### config.mk
export PLATFORM = sky130hd
export DESIGN_NAME = alu
export DESIGN_NICKNAME = d
export VERILOG_FILES = /design/src/rtl/alu.sv
export SDC_FILE = /design/constraint.sdc
export NUM_CORES = 1
export LEC_CHECK = 0
export ABC_AREA = 1
export CAP_MARGIN = 20
export CORE_UTILIZATION = 46
export CTS_CLUSTER_SIZE = 30
export DETAILED_ROUTE_END_ITERATION = 12
export GPL_TIMING_DRIVEN = 0
export PLACE_DENSITY = 0.75
export SLEW_MARGIN = 20
export SYNTH_ARGS = -nofsm -noshare
export SYNTH_HDL_FRONTEND = slang
export SYNTH_SLANG_ARGS = --single-unit
### constraint.sdc
create_clock -name clk -period 0.8 [get_ports clk]
set_input_delay 0.24 -clock clk [delete_from_list [all_inputs] [get_ports clk]]
set_output_delay 0.24 -clock clk [all_outputs]
set_load 0.02 [all_outputs]
### src/rtl/alu.sv
// rtl/alu.sv - Registered ALU, one operation per enabled cycle; ALU_SATURATE_EN selects saturating add/sub.
module alu #(
  parameter int WIDTH = 4
) (
  input  logic             clk,
  input  logic             rst_n,
  input  logic [WIDTH-1:0] A,
  input  logic [WIDTH-1:0] B,
  input  logic [2:0]       sel,
  input  logic             en,
  output logic [WIDTH-1:0] R,
  output logic             flag,
  output logic             out_valid
);

  logic [WIDTH:0]   sum;
  logic [WIDTH:0]   diff;
  logic [WIDTH+1:0] cmp;
  logic [WIDTH-1:0] res;
  logic             res_flag;

  always_comb begin
    sum      = {1'b0, A} + {1'b0, B};
    diff     = {1'b0, A} - {1'b0, B};
    // Two spare bits keep the compare vector legal at WIDTH=2, where R[2] does not exist.
    cmp      = '0;
    cmp[0]   = (A < B);
    cmp[1]   = (A == B);
    cmp[2]   = (A > B);
    res      = '0;
    res_flag = 1'b0;
    case (sel)
      3'b000: begin
        res_flag = sum[WIDTH];
`ifdef ALU_SATURATE_EN
        res      = sum[WIDTH] ? {WIDTH{1'b1}} : sum[WIDTH-1:0];
`else
        res      = sum[WIDTH-1:0];
`endif
      end
      3'b001: begin
        res_flag = diff[WIDTH];
`ifdef ALU_SATURATE_EN
        res      = diff[WIDTH] ? '0 : diff[WIDTH-1:0];
`else
        res      = diff[WIDTH-1:0];
`endif
      end
      3'b010: begin
        res      = A & B;
        res_flag = ((A & B) == '0);
      end
      3'b011: begin
        res      = A | B;
        res_flag = ((A | B) == '0);
      end
      3'b100: begin
        res      = A ^ B;
        res_flag = ((A ^ B) == '0);
      end
      3'b101: begin
        res      = cmp[WIDTH-1:0];
        res_flag = (A == B);
      end
      3'b110: begin
        res      = {A[WIDTH-2:0], 1'b0};
        res_flag = A[WIDTH-1];
      end
      default: begin
        res      = {1'b0, A[WIDTH-1:1]};
        res_flag = A[0];
      end
    endcase
  end

  always_ff @(posedge clk or negedge rst_n) begin
    if (!rst_n) begin
      R         <= '0;
      flag      <= 1'b0;
      out_valid <= 1'b0;
    end else begin
      out_valid <= en;
      if (en) begin
        R    <= res;
        flag <= res_flag;
      end
    end
  end

endmodule

==> results of run 1 <==
[cells in the mapped netlist]
cell type	count
nand2_1	46
inv_1	22
nand3_1	18
nor2_1	15
ha_1	13
a21oi_1	9
dfrtp_1	6
o21ai_0	4
o21ai_1	4
buf_6	3
inv_2	3
nand4_1	3
nor2_2	3
fa_1	2
clkinv_1	1
nand2_2	1
nand3_2	1
nor2_4	1
nor3_1	1
o211ai_1	1
o22ai_1	1
[cells in the final DEF (no fill, tap or decap), drive strengths merged]
master,count
ha,13
clkinv,1
dfrtp,6
o21ai,8
nor3,1
nand3,19
o211ai,1
nand4,3
nand2,47
clkinvlp,1
o22ai,1
nor2,19
dlygate4sd2,2
clkbuf,3
a21oi,9
clkdlybuf4s50,2
clkdlybuf4s15,3
buf,25
fa,2
inv,24
[flip-flops by register name, summed over array words and instances, names as in the netlist]
| register | cells |
|---|---|
| flag | 1 |
| R | 4 |
| out_valid | 1 |
[routing by layer]
layer	track usage [%]	routed length (um)	part of all wire (%)	vias up
met5	0	0	0	-
met4	5.556	60	2.1	0
met3	5.660	223	7.9	8
met2	43.24	1408	50	66
met1	36.08	1139	40	527
li1	-	-	-	573
[worst max path at each step]
stage / start / endpoint / slack [ns] / depth (start not counted)
CTS: A[0] / R[2]$_DFFE_PN0P_ / -0.53 / 13
floorplan: A[0] / R[2]$_DFFE_PN0P_ / -0.49 / 12
global route: A[0] / R[2]$_DFFE_PN0P_ / -0.58 / 13
finish: A[0] / R[2]$_DFFE_PN0P_ / -0.54 / 13
detailed placement: A[0] / R[2]$_DFFE_PN0P_ / -1.37 / 13
global placement: A[0] / R[2]$_DFFE_PN0P_ / -1.34 / 13
[layout make-up]
type | count | area share [%]
Multi-Input combinational cell | 123 | 55.78
Timing Repair Buffer | 30 | 19.77
Sequential cell | 6 | 10.05
Inverter | 26 | 9.129
Tap cell | 27 | 2.261
Clock buffer | 3 | 1.508
Buffer | 2 | 1.508
[worst max-delay path: cells and delay by family]
family | cells | cell delay [ns]
buffers and inverters | 4 | 0.25
and+or+nand+nor | 6 | 0.45
adders and majority gates | 2 | 0.47
AOI/OAI and AO/OA | 1 | 0.06
[repair_timing]
action / in CTS / in global routing
hold buffers: 0 / 0
endpoints found under the hold margin: 0 / 0
endpoints found under the setup margin: 11 / 11
resized for setup: 98 / 16
pin swaps: 11 / 21
setup buffers: 7 / 4
[metrics by stage]
stage	instance area [um^2]	hold WS, ns	total power (W)	setup slack (ns)	util, %
after floorplan	1071	-0.05559	0.0008034	-0.4910	-
after global placement	1295	0.4582	0.001076	-1.338	65.34
after detailed placement	1295	0.4631	0.001087	-1.367	65.34
after CTS	1421	0.2388	0.001471	-0.5313	71.72
after global routing	1494	0.2601	0.001647	-0.5835	75.38
final	1494	0.2350	0.001545	-0.5359	75.38
[cells by family after synthesis]
| logic type | after synthesis |
|---|---|
| adders and majority gates | 15 |
| and+or+nand+nor | 89 |
| AOI/OAI and AO/OA | 19 |
| buffers and inverters | 29 |
| DFF | 6 |
[power breakdown]
group | internal, W | leakage [nW] | total (W) | switching [W]
logic | 0.000403 | 0.651 | 0.000882 | 0.000478
clock network | 0.000170 | 0.0138 | 0.000291 | 0.000120
registers | 0.000344 | 0.0747 | 0.000372 | 0.0000282
total | 0.000918 | 0.739 | 0.00154 | 0.000627
==> out/metrics.yaml, run 1 <==
overflow: 0
violations: "negative setup slack"
synth_top_area_cell: "nand2_1"
crit_top_cell: "nand2_1"
cp_max_fo: 2
power.density_nw_per_um2: 1034
clockBufferDepth: 2
htree_levels: 1
fin_crit_ns: 1.336
area_growth_pct: 53.67
critPathSlowestCell: "fa_2"
regArea_um2: 150.1
reg2reg_slack_ns: 0.05
synth-compound-area-share_pct: 10.17
worst_hold_path_type: "in2async"
synthTopCellsByArea: "nand2_1 18%, ha_1 17%, dfrtp_1 15%"
start_kind: "input pin"
nFillCells: 140
max_cap_violations: 0
skew_ns: 0
grt.total_usage_pct: 26.61
avgSynthCellArea_um2: 6.153
finalCritPeriodShare_pct: 167.0
crit_path_end_kind: "flip-flop"
drt-total-wl_um: 2831
relSlewSlack_pct: 74.04
synth_seq_cells: 6
cts_root_buffer: "clkbuf_4"
synthAdderAreaFrac_pct: 20.85
fp.dieH_um: 47.97
drive_gt1_share_pct: 37.89
drt_iter0_markers: 69
rsz0062_at_grt: "true"
die_x_um: 47.97
n_antenna_cell: 0
clkSinkCount: 6
max-vdd-ir-drop_mv: 1.102
setup_slack_ns: -0.5359
nets: 221
syn_nets: 187
drc: 0
finalNonFillerCells: 217
ant_nets: 0
outcome: "finished, violations left"
path_cells: "buf_12 -> inv_12 -> ha_4 -> inv_4 -> fa_2 -> inv_2 -> nand2_2 -> nand2_1 -> o21ai_1 -> nor2_1 -> nand3_1 -> nand2_1 -> nand2_1"
tightest_slew_ns: 0.3894
yosysTopAreaCellShare_pct: 17.76
tns_ns: -3.467
max_freq_mhz: 748.5
num_io_pins: 20
dr.pass1.iters: 4
grt_max_degree: 11
vias_per_cell: 5.410
finalMaxSlewViolations: 0
grt_antenna_before_repair: 0
synth_top_family_by_area: "simple AND/OR/NAND/NOR gates"
cts_buffers: 3
required_ns: 0.94
rr_startpoint: "R[1]$_DFFE_PN0P_"
synthXorXnorAreaFrac_pct: 0
finalSetupViolations: 11
path_class: "in2reg"
synthCells: 158
start_util_pct: 49.05
rows: 16
place.gp.congestion: 0.9037
yosys.area_share.simple_pct: 40.03
die-area_um2: 2301
synthMuxAreaShare_pct: 0
reg2reg_depth: 3
dp_hpwl_um: 2061
fp.coreArea_um2: 1982
slowest_delay_ns: 0.35
io_buffers: 19
num_vias: 1174
ys.warnings.count: 0
p_leak_nw: 0.7391
hold_viol: 0
post-place-cells: 204
wire_per_inst_um: 13.05
regToRegEndpoint: "R[1]$_DFFE_PN0P_"
netlist_area_um2: 972.2
ys_types: 21
arrival_ns: 1.48
grt_pass1_vias: 1006
multi_input_area_um2: 833.3
cts_tree: "done"
grt_pass1_wl_um: 4333
ys_seq_area_share_pct: 15.44
insertion_delay_ns: 0.25
clk_pin_slew_ns: 0.05
No activity file was read; power rests on OpenSTA's default activity.
==> run 2: changes to the inputs <==
SLEW_MARGIN = 5   (was 20)
clock period = 1.2 ns   (was 0.8 ns; I/O delays follow)
==> run 2 against run 1 <==
  * The flow still finishes with violations (negative setup slack)
  * Sequential power shrank 35%
  * Register-to-register slack gained 0.53 ns
  * Global-route usage shrank 0.77 points
  * Final cell count shrank 0.46%
  * Utilization shrank 2.1 points
  * Combinational power shrank 38%
  * Sequential share of layout area grew 0.29 points
  * Critical path depth is the same
  * Via count shrank 1.4%
  * Non-clock buffer count shrank 1
  * Clock power shrank 33%
  * Highest routed layer unchanged
==> out/metrics.yaml, run 2 (synthesis gave the netlist of run 1 again) <==
outcome: "finished, violations left"
violations: "negative setup slack"
nets: 220  # -0.45%
placed_area_um2: 1295  # unchanged
overflow: 0  # unchanged
dr.pass1.iters: 4  # unchanged
n_antenna_cell: 0  # unchanged
cts_buffers: 3  # unchanged
crit_path_end: "R[2]$_DFFE_PN0P_"
reg_top3: "R x4, flag x1, out_valid x1"
max-vdd-ir-drop_mv: 0.7197  # -35%
grt_pass1_vias: 991  # -1.5%
die_x_um: 47.97  # unchanged
clockBufferDepth: 2  # unchanged
ant_nets: 0  # unchanged
drt-total-wl_um: 2775  # -2.0%
num_vias: 1158  # -1.4%
die-area_um2: 2301  # unchanged
num_io_pins: 20  # unchanged
grt_pass1_wl_um: 4209  # -2.9%
clkSinkCount: 6  # unchanged
largest_reg_flops: 4  # unchanged
finalCritPeriodShare_pct: 118.1
place.gp.congestion: 0.9037  # unchanged
fp.coreArea_um2: 1982  # unchanged
reg2reg_slack_ns: 0.58  # +0.53 ns
rows: 16  # unchanged
rr_startpoint: "R[1]$_DFFE_PN0P_"
rsz0062_at_grt: "true"
cp_max_fo: 2  # unchanged
final_core_util_pct: 73.30  # -2.1 points
cp-startpoint: "A[0]"
finalSetupViolations: 5  # -6
crit_path_end_kind: "flip-flop"
dp_hpwl_um: 2061  # unchanged
io_buffers: 19  # unchanged
grt.total_usage_pct: 25.84  # -0.77 points
p_leak_nw: 0.7295  # -1.3%
finalMaxSlewViolations: 0  # unchanged
hold_viol: 0  # unchanged
arrival_ns: 1.56  # +0.08 ns
wire_per_inst_um: 12.85  # -1.5%
skew_ns: 0  # unchanged
multi_input_area_um2: 822.0  # -1.4%
drt_iter0_markers: 63  # -8.7%
start_kind: "input pin"
htree_levels: 1  # unchanged
cts_root_buffer: "clkbuf_4"
path_class: "in2reg"
insertion_delay_ns: 0.25  # about the same
drive_gt1_share_pct: 37.57  # -0.33 points
vias_per_cell: 5.361  # -0.91%
power.density_nw_per_um2: 678.1  # -34%
fp.dieH_um: 47.97  # unchanged
setup_slack_ns: -0.2169  # +0.3190 ns
reg2reg_depth: 2  # -1
area_growth_pct: 49.42
regArea_um2: 150.1  # unchanged
regToRegEndpoint: "R[1]$_DFFE_PN0P_"
tightest_slew_ns: 0.3678  # -0.02160 ns
nFillCells: 148  # +5.7%
cts_tree: "done"
worst_hold_path_type: "in2async"
max_freq_mhz: 705.8
hold_buffers: 0  # unchanged
start_util_pct: 49.05  # unchanged
layout_commonest_cell: "nand2_1"
clk_pin_slew_ns: 0.05  # about the same
grt_antenna_before_repair: 0  # unchanged
required_ns: 1.34  # +0.40 ns
grt_max_degree: 11  # unchanged
tns_ns: -0.8704  # +2.596 ns
drc: 0  # unchanged
relSlewSlack_pct: 75.48  # +1.4 points
fin_crit_ns: 1.417
postLayoutCellArea_um2: 1453  # -2.8%
regMostFlops: "R"
max_cap_violations: 0  # unchanged
mostFrequentLayoutCells: "40 x nand2_1, 16 x nand3_1, 13 x nor2_1, 10 x inv_1, 10 x buf_4"
[run 2: power breakdown]
part,switching (W),internal [W]
clock network,0.0000811,0.000114
logic,0.000314,0.000236
registers,0.0000118,0.000229
total,0.000407,0.000578
[run 2: worst min-delay path by stage]
stage                           from          endpoint  slack [ns]  cells past startpoint
floorplan                      rst_n  R[0]$_DFFE_PN0P_        0.06                      0
global placement    R[0]$_DFFE_PN0P_  R[0]$_DFFE_PN0P_        0.46                      2
detailed placement  R[0]$_DFFE_PN0P_  R[0]$_DFFE_PN0P_        0.46                      2
CTS                            rst_n  flag$_DFFE_PN0P_        0.36                      1
global route                   rst_n  R[3]$_DFFE_PN0P_        0.38                      1
finish                         rst_n  flag$_DFFE_PN0P_        0.36                      1
[run 2: metal layers]
layer  share of wire, %  global-route usage (%)  vias to the layer above
met2                 48                   40.81                       71
met3                7.9                   5.660                       10
met4                2.5                   7.222                        0
met1                 42                   35.19                      513
li1                   -                       -                      564
met5                  0                       0                        -
[run 2: stage by stage]
| stage | std cells | setup slack [ns] | total power [W] | hold slack, ns |
|---|---|---|---|---|
| 6_report | 216 | -0.2169 | 0.0009850 | 0.3561 |
| 5_1_grt | 216 | -0.2813 | 0.001053 | 0.3807 |
| 4_1_cts | 212 | -0.2513 | 0.0009302 | 0.3588 |
| 3_5_place_dp | 204 | -1.087 | 0.0007244 | 0.4631 |
| 3_3_place_gp | 204 | -1.058 | 0.0007175 | 0.4582 |
| 2_1_floorplan | 158 | -0.2110 | 0.0005356 | 0.06441 |
[run 2: area by class of cell]
| class | instances | area share [%] |
|---|---|---|
| multi-input combinational | 123 | 56.59 |
| clock buffer | 3 | 1.550 |
| inverter | 26 | 9.388 |
| buffer | 2 | 1.550 |
| sequential | 6 | 10.34 |
| tap | 27 | 2.326 |
| timing repair buffer | 29 | 18.26 |
[run 2: critical path, cell delays in order]
cell	delay, ns
buf_12	0.11
inv_12	0.04
ha_4	0.13
inv_4	0.04
fa_2	0.35
inv_2	0.07
nand2_2	0.05
nand2_1	0.06
o21ai_1	0.05
nor2_1	0.12
nand3_1	0.08
nand2_1	0.06
nand2_1	0.04
[run 2: repair_timing]
item / CTS / global route
resized for setup: 86 / 15
setup endpoints to repair: 11 / 5
buffers inserted: 5 / 5
pin swaps: 11 / 17
==> run 3: changes to the inputs <==
CORE_MARGIN = 5   (was not set)
==> run 3 against run 2 <==
  * The run still ends with negative setup slack left
  * First-iteration DRC count decreased by 38%
  * Total power decreased by 1.9%
  * Via count decreased by 2.8%
  * Register-to-register slack about the same
  * Final cell count decreased by 0.93%
  * Sequential power about the same
  * Largest cell class unchanged
  * Die area increased by 36%
  * Count of clock-buffer cells in the layout unchanged
==> out/metrics.yaml, run 3 (synthesis gave the netlist of run 1 again) <==
largest_reg_flops: 4  # unchanged
power.total_w: 0.0009661  # -1.9%
finalCritPeriodShare_pct: 118.6  # +0.53 points
required_ns: 1.33  # about the same
crit_path_end: "R[2]$_DFFE_PN0P_"
nFillCells: 164  # +11%
rsz0062_at_grt: "true"
htree_levels: 1  # unchanged
start_kind: "input pin"
overflow: 0  # unchanged
clkSinkCount: 6  # unchanged
cp_max_fo: 2  # unchanged
dr.pass1.iters: 4  # unchanged
layout_commonest_cell: "nand2_1"
rr_startpoint: "R[2]$_DFFE_PN0P_"
crit_top_cell: "nand2_1"
num_vias: 1126  # -2.8%
grt_max_degree: 10  # -1
finalSetupViolations: 5  # unchanged
cts_tree: "done"
rows: 16  # unchanged
clk_pin_slew_ns: 0.05  # about the same
regToRegEndpoint: "R[2]$_DFFE_PN0P_"
max_cap_violations: 0  # unchanged
reg2reg_depth: 2  # unchanged
grt_antenna_before_repair: 0  # unchanged
grt_pass1_wl_um: 4850  # +15%
nets: 218  # -0.91%
arrival_ns: 1.56  # about the same
path_cells: "buf_12 -> inv_12 -> ha_4 -> inv_4 -> fa_2 -> inv_2 -> nand2_1 -> nand2_1 -> o21ai_1 -> nor2_1 -> nand3_1 -> nand2_1 -> nand2_1"
fp.coreArea_um2: 1982  # unchanged
drt_iter0_markers: 39  # -38%
grt.total_usage_pct: 19.04  # -6.8 points
slowest_delay_ns: 0.34  # about the same
fp.dieH_um: 55.97  # +17%
power.density_nw_per_um2: 673.8  # -0.64%
ant_nets: 0  # unchanged
regMostFlops: "R"
violations: "negative setup slack"
finalMaxSlewViolations: 0  # unchanged
drive_gt1_share_pct: 38.50  # +0.94 points
cts_root_buffer: "clkbuf_4"
reg2reg_slack_ns: 0.58  # about the same
hold_buffers: 0  # unchanged
critPathBufInv: 4  # unchanged
area_growth_pct: 47.49
critPathSlowestCell: "fa_2"
outcome: "finished, violations left"
hold_ws_ns: 0.3641  # +0.007962 ns
critPathTopFamily: "adder cells"
regArea_um2: 150.1  # unchanged
relSlewSlack_pct: 77.79  # +2.3 points
hold_viol: 0  # unchanged
reg_top3: "R x4, flag x1, out_valid x1"
place.gp.congestion: 0.8948  # -0.98%
die-area_um2: 3133  # +36%
die_x_um: 55.97  # +17%
start_util_pct: 49.05  # unchanged
skew_ns: 0  # unchanged
io_buffers: 19  # unchanged
wire_per_inst_um: 13.41  # +4.4%
cts_buffers: 3  # unchanged
num_io_pins: 20  # unchanged
setup_slack_ns: -0.2233  # -0.006351 ns
path_class: "in2reg"
cp-startpoint: "A[0]"
vias_per_cell: 5.262  # -1.9%
mostFrequentLayoutCells: "40 x nand2_1, 13 x nand3_1, 12 x nor2_1, 9 x inv_2, 9 x inv_1"
worst_hold_path_type: "in2async"
multi_input_area_um2: 824.5  # +0.30%
p_leak_nw: 0.7237  # -0.79%
crit_path_end_kind: "flip-flop"
max_freq_mhz: 702.6  # -0.45%
tightest_slew_ns: 0.3332  # -0.03465 ns
n_antenna_cell: 0  # unchanged
clockBufferDepth: 2  # unchanged
cp.depth: 13  # unchanged
grt_pass1_vias: 1116  # +13%
drc: 0  # unchanged
fin_crit_ns: 1.423  # +0.006351 ns
dp_hpwl_um: 2264  # +9.9%
drt-total-wl_um: 2869  # +3.4%
insertion_delay_ns: 0.24  # about the same
max-vdd-ir-drop_mv: 0.7985  # +11%
-- run 3: metal layers --
layer / up-vias / global-route usage, % / part of all wire [%]
li1: 564 / - / -
met1: 514 / 24.44 / 42
met2: 46 / 32.39 / 51
met3: 2 / 3.944 / 6.6
met4: 0 / 4.407 / 0.73
met5: - / 0 / 0
-- run 3: worst reg2reg max path, delay by kind of cell (launching register included) --
family           cells  cell delay (ns)
DFF                  1             0.38
and+or+nand+nor      2             0.13
-- run 3: final cells by class --
cell class	count	share of cell area [%]
plain buffers	3	2.618
clock buffers	3	1.571
inverters	26	9.511
multi-input cells	123	57.50
flip-flops and latches	6	10.47
well taps	27	2.356
repair buffers	26	15.97
-- run 3: how the worst min path moves through the flow --
stage | slack [ns] | to | from
final | 0.36 | flag$_DFFE_PN0P_ | rst_n
after global placement | 0.46 | R[0]$_DFFE_PN0P_ | R[0]$_DFFE_PN0P_
after CTS | 0.37 | flag$_DFFE_PN0P_ | rst_n
after global routing | 0.37 | flag$_DFFE_PN0P_ | rst_n
after floorplan | 0.06 | R[0]$_DFFE_PN0P_ | rst_n
after detailed placement | 0.46 | R[0]$_DFFE_PN0P_ | R[0]$_DFFE_PN0P_
-- run 3: what timing repair did --
action	4_1_cts	5_1_grt
buffers inserted	5	1
endpoints found under the setup margin	11	5
pin swaps	11	12
cloned	1	0
resized for setup	91	12
-- run 3: power by group --
part / total (W) / internal, W / switching [W] / leakage [nW]
Combinational: 0.000536 / 0.000224 / 0.000311 / 0.635
Clock: 0.000189 / 0.000113 / 0.0000756 / 0.0138
Sequential: 0.000242 / 0.000229 / 0.0000125 / 0.0747
-- run 3: per-stage QoR --
stage | utilization, % | area (um^2) | setup WS (ns) | instances | setup TNS, ns
2_1_floorplan | - | 1071 | -0.2110 | 158 | -0.8662
3_5_place_dp | 65.34 | 1295 | -1.115 | 204 | -5.877
4_1_cts | 69.82 | 1384 | -0.2789 | 213 | -0.8328
6_report | 72.35 | 1434 | -0.2233 | 214 | -0.7911
3_3_place_gp | 65.34 | 1295 | -1.067 | 204 | -5.692
5_1_grt | 72.35 | 1434 | -0.2936 | 214 | -1.186
